File: src/rtl/alu_seq_pkg.sv
// Shared CPU definitions: ALU op codes, sequencer state encoding and result types.
// The accumulator controller imports the same package so both agree on encodings.
package alu_seq_pkg;

    localparam int DATA_W   = 8;
    localparam int MD_ITERS = 8;

    typedef enum logic [3:0] {
        OP_ADD   = 4'h0,
        OP_SUB   = 4'h1,
        OP_AND   = 4'h2,
        OP_OR    = 4'h3,
        OP_XOR   = 4'h4,
        OP_NOT   = 4'h5,
        OP_INC   = 4'h6,
        OP_DEC   = 4'h7,
        OP_SHL   = 4'h8,
        OP_SHR   = 4'h9,
        OP_PASSB = 4'hA,
        OP_MUL   = 4'hB,
        OP_DIV   = 4'hC
    } op_e;

    typedef enum logic [1:0] {
        ST_IDLE = 2'd0,
        ST_MUL  = 2'd1,
        ST_DIV  = 2'd2,
        ST_DONE = 2'd3
    } state_e;

    typedef struct packed {
        logic [DATA_W-1:0] res;
        logic              c;
        logic              v;
    } alu_out_t;

    function automatic logic is_multi(logic [3:0] op);
        return (op == OP_MUL) || (op == OP_DIV);
    endfunction

endpackage

File: src/rtl/alu_seq_if.sv
// Request/result bundle between the accumulator controller (master) and alu_seq (slave).
interface alu_seq_if;
    import alu_seq_pkg::*;

    logic              start;
    logic [3:0]        op;
    logic [DATA_W-1:0] a;
    logic [DATA_W-1:0] b;
    logic [DATA_W-1:0] result;
    logic [DATA_W-1:0] result_hi;
    logic              busy;
    logic              done;
    logic              flag_z;
    logic              flag_n;
    logic              flag_c;
    logic              flag_v;

    modport master (
        output start, op, a, b,
        input  result, result_hi, busy, done, flag_z, flag_n, flag_c, flag_v
    );

    modport slave (
        input  start, op, a, b,
        output result, result_hi, busy, done, flag_z, flag_n, flag_c, flag_v
    );

endinterface

File: src/rtl/alu_muldiv.sv
// Iterative 8-cycle shift-add multiplier / restoring divider sharing one hi:lo register pair.
// done is raised during the last iteration; res_lo/res_hi then carry that iteration's outcome.
module alu_muldiv
    import alu_seq_pkg::*;
(
    input  logic              clk,
    input  logic              rst,
    input  logic              start,
    input  logic              is_div,
    input  logic [DATA_W-1:0] a,
    input  logic [DATA_W-1:0] b,
    output logic              done,
    output logic [DATA_W-1:0] res_lo,
    output logic [DATA_W-1:0] res_hi,
    output logic              div0
);

    logic              run;
    logic              mode_div;
    logic [2:0]        cnt;
    logic [DATA_W-1:0] hi;
    logic [DATA_W-1:0] lo;
    logic [DATA_W-1:0] opnd;
    logic [DATA_W-1:0] hi_nx;
    logic [DATA_W-1:0] lo_nx;
    logic [DATA_W:0]   sum;
    logic [DATA_W:0]   rem_sh;
    logic [DATA_W:0]   trial;

    // Divide: hi is the partial remainder, lo shifts dividend out and quotient in.
    // Multiply: lo holds the multiplier, the product shifts right through hi:lo.
    always_comb begin
        sum    = '0;
        rem_sh = '0;
        trial  = '0;
        hi_nx  = hi;
        lo_nx  = lo;
        if (mode_div) begin
            rem_sh = {hi, lo[DATA_W-1]};
            trial  = rem_sh - {1'b0, opnd};
            lo_nx  = {lo[DATA_W-2:0], ~trial[DATA_W]};
            hi_nx  = trial[DATA_W] ? rem_sh[DATA_W-1:0] : trial[DATA_W-1:0];
        end else begin
            sum            = {1'b0, hi} + (lo[0] ? {1'b0, opnd} : {(DATA_W+1){1'b0}});
            {hi_nx, lo_nx} = {sum, lo[DATA_W-1:1]};
        end
    end

    always_ff @(posedge clk or negedge rst) begin
        if (!rst) begin
            run      <= 1'b0;
            mode_div <= 1'b0;
            cnt      <= '0;
            hi       <= '0;
            lo       <= '0;
            opnd     <= '0;
        end else if (start) begin
            run      <= 1'b1;
            mode_div <= is_div;
            cnt      <= '0;
            hi       <= '0;
            lo       <= is_div ? a : b;
            opnd     <= is_div ? b : a;
        end else if (run) begin
            hi  <= hi_nx;
            lo  <= lo_nx;
            cnt <= cnt + 3'd1;
            if (done) run <= 1'b0;
        end
    end

    assign done   = run && (cnt == 3'(MD_ITERS - 1));
    assign res_lo = lo_nx;
    assign res_hi = hi_nx;
    assign div0   = (opnd == '0);

endmodule

File: src/rtl/alu_seq.sv
// Sequenced accumulator ALU: single-cycle ops complete on the accept edge,
// MUL/DIV are handed to alu_muldiv and complete eight edges later.
module alu_seq
    import alu_seq_pkg::*;
(
    input  logic     clk,
    input  logic     rst,
    alu_seq_if.slave bus
);

    state_e            state;
    state_e            state_nx;
    logic              accept;
    logic              md_start;
    logic              md_done;
    logic              md_div0;
    logic [DATA_W-1:0] md_lo;
    logic [DATA_W-1:0] md_hi;
    alu_out_t          sc;

    function automatic alu_out_t alu_single(logic [3:0] op, logic [DATA_W-1:0] a,
                                            logic [DATA_W-1:0] b);
        alu_out_t                 o;
        logic [DATA_W:0]          wide;
        logic signed [DATA_W-1:0] sa;
        logic signed [DATA_W-1:0] sb;
        logic signed [DATA_W-1:0] sr;
        o    = '0;
        wide = '0;
        sa   = signed'(a);
        sb   = signed'(b);
        case (op)
            OP_ADD:  wide  = {1'b0, a} + {1'b0, b};
            OP_SUB:  wide  = {1'b0, a} - {1'b0, b};
            OP_INC:  wide  = {1'b0, a} + (DATA_W+1)'(1);
            OP_DEC:  wide  = {1'b0, a} - (DATA_W+1)'(1);
            OP_AND:  o.res = a & b;
            OP_OR:   o.res = a | b;
            OP_XOR:  o.res = a ^ b;
            OP_NOT:  o.res = ~a;
            OP_SHL:  begin o.res = {a[DATA_W-2:0], 1'b0}; o.c = a[DATA_W-1]; end
            OP_SHR:  begin o.res = {1'b0, a[DATA_W-1:1]}; o.c = a[0]; end
            default: o.res = b;
        endcase
        // Arithmetic ops take their result and carry/borrow from the widened sum.
        if (op == OP_ADD || op == OP_SUB || op == OP_INC || op == OP_DEC) begin
            o.res = wide[DATA_W-1:0];
            o.c   = wide[DATA_W];
        end
        sr = signed'(o.res);
        case (op)
            OP_ADD:  o.v = (sa[DATA_W-1] == sb[DATA_W-1]) && (sr[DATA_W-1] != sa[DATA_W-1]);
            OP_SUB:  o.v = (sa[DATA_W-1] != sb[DATA_W-1]) && (sr[DATA_W-1] != sa[DATA_W-1]);
            OP_INC:  o.v = !sa[DATA_W-1] && sr[DATA_W-1];
            OP_DEC:  o.v = sa[DATA_W-1] && !sr[DATA_W-1];
            default: o.v = 1'b0;
        endcase
        return o;
    endfunction

    assign accept   = bus.start && (state == ST_IDLE || state == ST_DONE);
    assign md_start = accept && is_multi(bus.op);
    assign sc       = alu_single(bus.op, bus.a, bus.b);

    alu_muldiv u_muldiv (
        .clk    (clk),
        .rst    (rst),
        .start  (md_start),
        .is_div (bus.op == OP_DIV),
        .a      (bus.a),
        .b      (bus.b),
        .done   (md_done),
        .res_lo (md_lo),
        .res_hi (md_hi),
        .div0   (md_div0)
    );

    always_ff @(posedge clk or negedge rst) begin
        if (!rst) state <= ST_IDLE;
        else      state <= state_nx;
    end

    always_comb begin
        state_nx = state;
        bus.busy = 1'b0;
        bus.done = 1'b0;
        case (state)
            ST_IDLE, ST_DONE: begin
                bus.done = (state == ST_DONE);
                state_nx = ST_IDLE;
                if (accept) begin
                    if (bus.op == OP_MUL)      state_nx = ST_MUL;
                    else if (bus.op == OP_DIV) state_nx = ST_DIV;
                    else                       state_nx = ST_DONE;
                end
            end
            ST_MUL, ST_DIV: begin
                bus.busy = 1'b1;
                if (md_done) state_nx = ST_DONE;
            end
            default: state_nx = ST_IDLE;
        endcase
    end

    // Result and flag registers change only on a completion edge and hold otherwise.
    always_ff @(posedge clk or negedge rst) begin
        if (!rst) begin
            bus.result    <= '0;
            bus.result_hi <= '0;
            bus.flag_z    <= 1'b0;
            bus.flag_n    <= 1'b0;
            bus.flag_c    <= 1'b0;
            bus.flag_v    <= 1'b0;
        end else if (accept && !md_start) begin
            bus.result    <= sc.res;
            bus.result_hi <= '0;
            bus.flag_z    <= (sc.res == '0);
            bus.flag_n    <= sc.res[DATA_W-1];
            bus.flag_c    <= sc.c;
            bus.flag_v    <= sc.v;
        end else if (md_done) begin
            bus.result    <= md_lo;
            bus.result_hi <= md_hi;
            bus.flag_z    <= (md_lo == '0);
            bus.flag_n    <= md_lo[DATA_W-1];
            if (state == ST_MUL) begin
                bus.flag_c <= (md_hi != '0);
                bus.flag_v <= (md_hi != '0);
            end else begin
                bus.flag_c <= md_div0;
                bus.flag_v <= 1'b0;
            end
        end
    end

endmodule

File: src/flat_wrapper.sv
// flat-port wrapper written by rule: the top's interface ports become plain ports
module alu_seq_flat import alu_seq_pkg::*;
  (clk, rst, bus_start, bus_op, bus_a, bus_b, bus_result, bus_result_hi, bus_busy, bus_done, bus_flag_z, bus_flag_n, bus_flag_c, bus_flag_v);
  alu_seq_if bus_i ();
  input  logic clk;
  input  logic rst;
  input wire logic [$bits(bus_i.start)-1:0] bus_start;
  input wire logic [$bits(bus_i.op)-1:0] bus_op;
  input wire logic [$bits(bus_i.a)-1:0] bus_a;
  input wire logic [$bits(bus_i.b)-1:0] bus_b;
  output wire logic [$bits(bus_i.result)-1:0] bus_result;
  output wire logic [$bits(bus_i.result_hi)-1:0] bus_result_hi;
  output wire logic [$bits(bus_i.busy)-1:0] bus_busy;
  output wire logic [$bits(bus_i.done)-1:0] bus_done;
  output wire logic [$bits(bus_i.flag_z)-1:0] bus_flag_z;
  output wire logic [$bits(bus_i.flag_n)-1:0] bus_flag_n;
  output wire logic [$bits(bus_i.flag_c)-1:0] bus_flag_c;
  output wire logic [$bits(bus_i.flag_v)-1:0] bus_flag_v;
  assign bus_i.start = bus_start;
  assign bus_i.op = bus_op;
  assign bus_i.a = bus_a;
  assign bus_i.b = bus_b;
  assign bus_result = bus_i.result;
  assign bus_result_hi = bus_i.result_hi;
  assign bus_busy = bus_i.busy;
  assign bus_done = bus_i.done;
  assign bus_flag_z = bus_i.flag_z;
  assign bus_flag_n = bus_i.flag_n;
  assign bus_flag_c = bus_i.flag_c;
  assign bus_flag_v = bus_i.flag_v;
  alu_seq u_core (.clk(clk), .rst(rst), .bus(bus_i));
endmodule
File: config.mk
export PLATFORM = sky130hd
export DESIGN_NAME = alu_seq_flat
export DESIGN_NICKNAME = d
export VERILOG_FILES = /design/src/rtl/alu_seq_pkg.sv /design/src/rtl/alu_seq_if.sv /design/src/rtl/alu_muldiv.sv /design/src/rtl/alu_seq.sv /design/src/flat_wrapper.sv
export SDC_FILE = /design/constraint.sdc
export NUM_CORES = 1
export LEC_CHECK = 0
export CAP_MARGIN = 20
export CORE_ASPECT_RATIO = 2
export CORE_MARGIN = 3
export CORE_UTILIZATION = 26
export DETAILED_ROUTE_END_ITERATION = 6
export GPL_ROUTABILITY_DRIVEN = 0
export GPL_TIMING_DRIVEN = 0
export SLEW_MARGIN = 20
export SYNTH_ARGS = -nofsm -noshare
export SYNTH_HDL_FRONTEND = slang
export SYNTH_HIERARCHICAL = 1
export SYNTH_SLANG_ARGS = --single-unit
File: constraint.sdc
create_clock -name clk -period 5.1 [get_ports clk]
set_clock_uncertainty 0.1 [all_clocks]
set_input_delay 0.765 -clock clk [delete_from_list [all_inputs] [get_ports clk]]
set_output_delay 0.765 -clock clk [all_outputs]
set_load 0.01 [all_outputs]
==> metrics <==
CTS tree built; top post-synthesis cells by count nor2_1 (66), dfrtp_1 (50), ha_1 (47), inv_1 (38), nand2_1 (37); CTS root buffer clkbuf_16; total gr overflow 0; dominant synthesized flop cell dfrtp_1; Yosys cell types 75; Setup TNS Final 0 ns; Die Y-Extent roughly 210 um; sw frac 48.6%; fmax between 0.2 and 0.25 GHz; Worst VDD drop 0.000186 V; Synth Net Count 702; reg2reg end u_core/bus.flag_c$_DFFE_PN0P_; Mapped Cells 629; number of remaining DRC errors 0; CTS sink count 50; final hold slack 0.379 ns; vias in the first global route 5,387; Post-DP HPWL 15,700 um; CTS clk-pin slew, worst paths 0.07 ns; Initial Util 26.7%; Num CTS Buffers 5; Post-DP Area between 6000 and 7000 sq um; first-pass GRT wire length 30,200 um; max-cap viol count 0; #FFs+latches synth 50; combinational fraction of design power 66.6%; register area share after synthesis 23.3%; antenna violations before repair 0; min Tclk post-route 4.84 ns; sequential power share 22.0%; Chip Width between 100 and 150 um; post-route ant nets 0; synthesized area 5370 sq um; Total GRT Usage 17.4%; DRT Wirelength roughly 20,000 um; Setup crit end kind flop; crit path max fanout 9; most common cell in the netlist nor2_1; Area Overhead vs Synth 17.5%; flop2flop setup slack roughly 0.78 ns; Synth top area share about a quarter; largest area contributor in the netlist dfrtp_1; PD cells 569 nW/um^2; FF+latch area 1250 sq um; post-route cell area 6310 sq um; static leakage approximately 2.6 nW; Skew-Pair Late Insertion Delay 0.31 ns; placed cell count 932; Avg Synthesized Cell Area 8.54 sq um; Worst Path Required 5.23 ns; Sw Pwr 1.74 mW; Hold Path Class in -> async; die area 22,500 sq um; Slew HR 46.3%; drt first pass iters 7; total core area 20,100 sq um; H-Tree Depth 2; post-DR wirelength/cell 20.7 um; Longest Clk Path Bufs 2; dominant cells by area after synthesis dfrtp_1 (23%), ha_1 (11%), mux2i_1 (6.2%); Post-synth EDFFs 0; r2r worst-path depth 16; Synth async-reset ratio 100%; clock network fraction of design power between 10% and 20%; crit start category input pin; Setup CP Type in -> reg; final net count roughly 750; run status finished clean; non-filler cells, final 941; pin count of the biggest net entering global routing 51; Post-CTS Hold Buffers 0; vias per inst between 5 and 6; fin crit share 94.9%; IO Pins 45; Int Power 1.84 mW; via count 5,190; crit path DAT 4.97 ns; DR iter-0 viols 273; Worst-Margin Slew 0.797 ns; Ant. Diodes 0; std cell rows 73; FF-to-FF Start u_core/u_muldiv/lo[7]$_DFFE_PN0P_; Ys Warns 6; Fin. Hold Viols 0; max-slew violation count 0; PortBufs approximately 40; footprint of the multi-input gates 3750 sq um; share of cells above drive strength 1 11.9%; Filler Cells Inserted 2,201; total power 3.59 mW; final setup vio count 0
[per-layer routing]
metal,up-vias,GRT usage (%),share of wire [%]
li1,2410,-,-
met1,2514,15.8,32
met2,181,34.0,57
met3,85,1.21,2.5
met4,0,13.7,8.7
met5,-,0,0
[critical path: stages]
cell and delay [ns]:
clkdlybuf4s50_1 0.57, inv_1 0.23, nor2_1 0.53, o311ai_0 0.19, a21oi_1 0.16, ha_1 0.31
o21a_1 0.20, o31a_1 0.16, o31ai_2 0.36, a211oi_1 0.17, nor3_4 0.19, inv_2 0.07
ha_1 0.28, nor4_2 0.19, nor2b_1 0.17, a311oi_1 0.06, a21oi_1 0.16, nor2_1 0.06
a21oi_1 0.13
[layout make-up]
type	count	area share, %
plain buffers	41	3.89
clock buffers	6	2.20
clock inverters	2	0.615
inverters	39	2.32
multi-input cells	499	59.4
flip-flops and latches	50	19.8
well taps	262	5.20
repair buffers	42	6.51
[power by group through the flow]
stage / Sequential [mW] / Clock (mW) / Combinational, mW
floorplan: 0.747 / 0 / 1.59
global placement: 0.796 / 0 / 2.35
detailed placement: 0.795 / 0 / 2.37
CTS: 0.788 / 0.413 / 2.38
global route: 0.812 / 0.423 / 2.62
finish: 0.789 / 0.408 / 2.39
[cell families (layout without fill, tap and decap cells)]
group	after synthesis	after routing	synth area share, %
AO/OA/AOI/OAI	187	187	25.0
XOR/XNOR	21	21	3.43
adder cells (fa/ha/maj)	50	50	12.1
buffers and inverters	80	130	7.27
flip-flops	50	50	23.3
multiplexers	50	50	9.72
AND/OR/NAND/NOR	191	191	19.2
[flip-flops by register name, summed over array words and instances, names as in the netlist]
name and flops:
u_core/state 2, u_core/bus.flag_v 1, u_core/bus.flag_c 1, u_core/u_muldiv/opnd 8
u_core/bus.flag_z 1, u_core/u_muldiv/hi 8, u_core/u_muldiv/cnt 3, u_core/bus.result 8
u_core/u_muldiv/mode_div 1, u_core/u_muldiv/run 1, u_core/bus.result_hi 8, u_core/u_muldiv/lo 8
[through the flow]
step	util (%)	worst slack, ns
finish	31.4	0.259
floorplan	-	0.765
CTS	31.3	0.0602
detailed placement	30.4	-0.502
global placement	30.4	-0.490
global route	31.4	-0.0446
[layout by cell type (no fill, tap or decap), types with 5 or more instances in the layout]
cell type and count:
nor2_1 66, dfrtp_1 50, ha_1 46, inv_1 38, nand2_1 37, clkdlybuf4s50_1 36, a21oi_1 33, mux2i_1 33
o21ai_0 32, clkbuf_1 18, nor2b_1 17, mux2_2 17, xnor2_1 14, a211oi_1 14, o22ai_1 12, nor3_1 10
buf_4 9, o31a_1 9, and2_1 9, nand2b_1 8, a31oi_1 8, nand3_1 7, o32ai_1 7, xor2_1 7
a21o_1 7, buf_6 6, buf_2 6, o31ai_1 6, a221oi_1 6, a22o_1 6, clkbuf_16 5
[timing repair]
item | CTS | global route
endpoints found under the setup margin | 1 | 1
pin swaps | 0 | 2
gates resized for setup | 4 | 10
setup buffers | 0 | 1
[worst max path at each step]
stage	from	endpoint	slack (ns)	depth (start not counted)
3_5_place_dp	bus_b[1]	u_core/bus.flag_v$_DFFE_PN0P_	-0.50	20
2_1_floorplan	bus_op[2]	u_core/bus.flag_v$_DFFE_PN0P_	0.76	22
5_1_grt	bus_op[0]	u_core/bus.flag_v$_DFFE_PN0P_	-0.04	19
6_report	bus_op[0]	u_core/bus.flag_v$_DFFE_PN0P_	0.26	19
4_1_cts	bus_b[2]	u_core/bus.flag_v$_DFFE_PN0P_	0.06	21
3_3_place_gp	bus_b[1]	u_core/bus.flag_v$_DFFE_PN0P_	-0.49	21
Power figures use the tool's default switching activity.
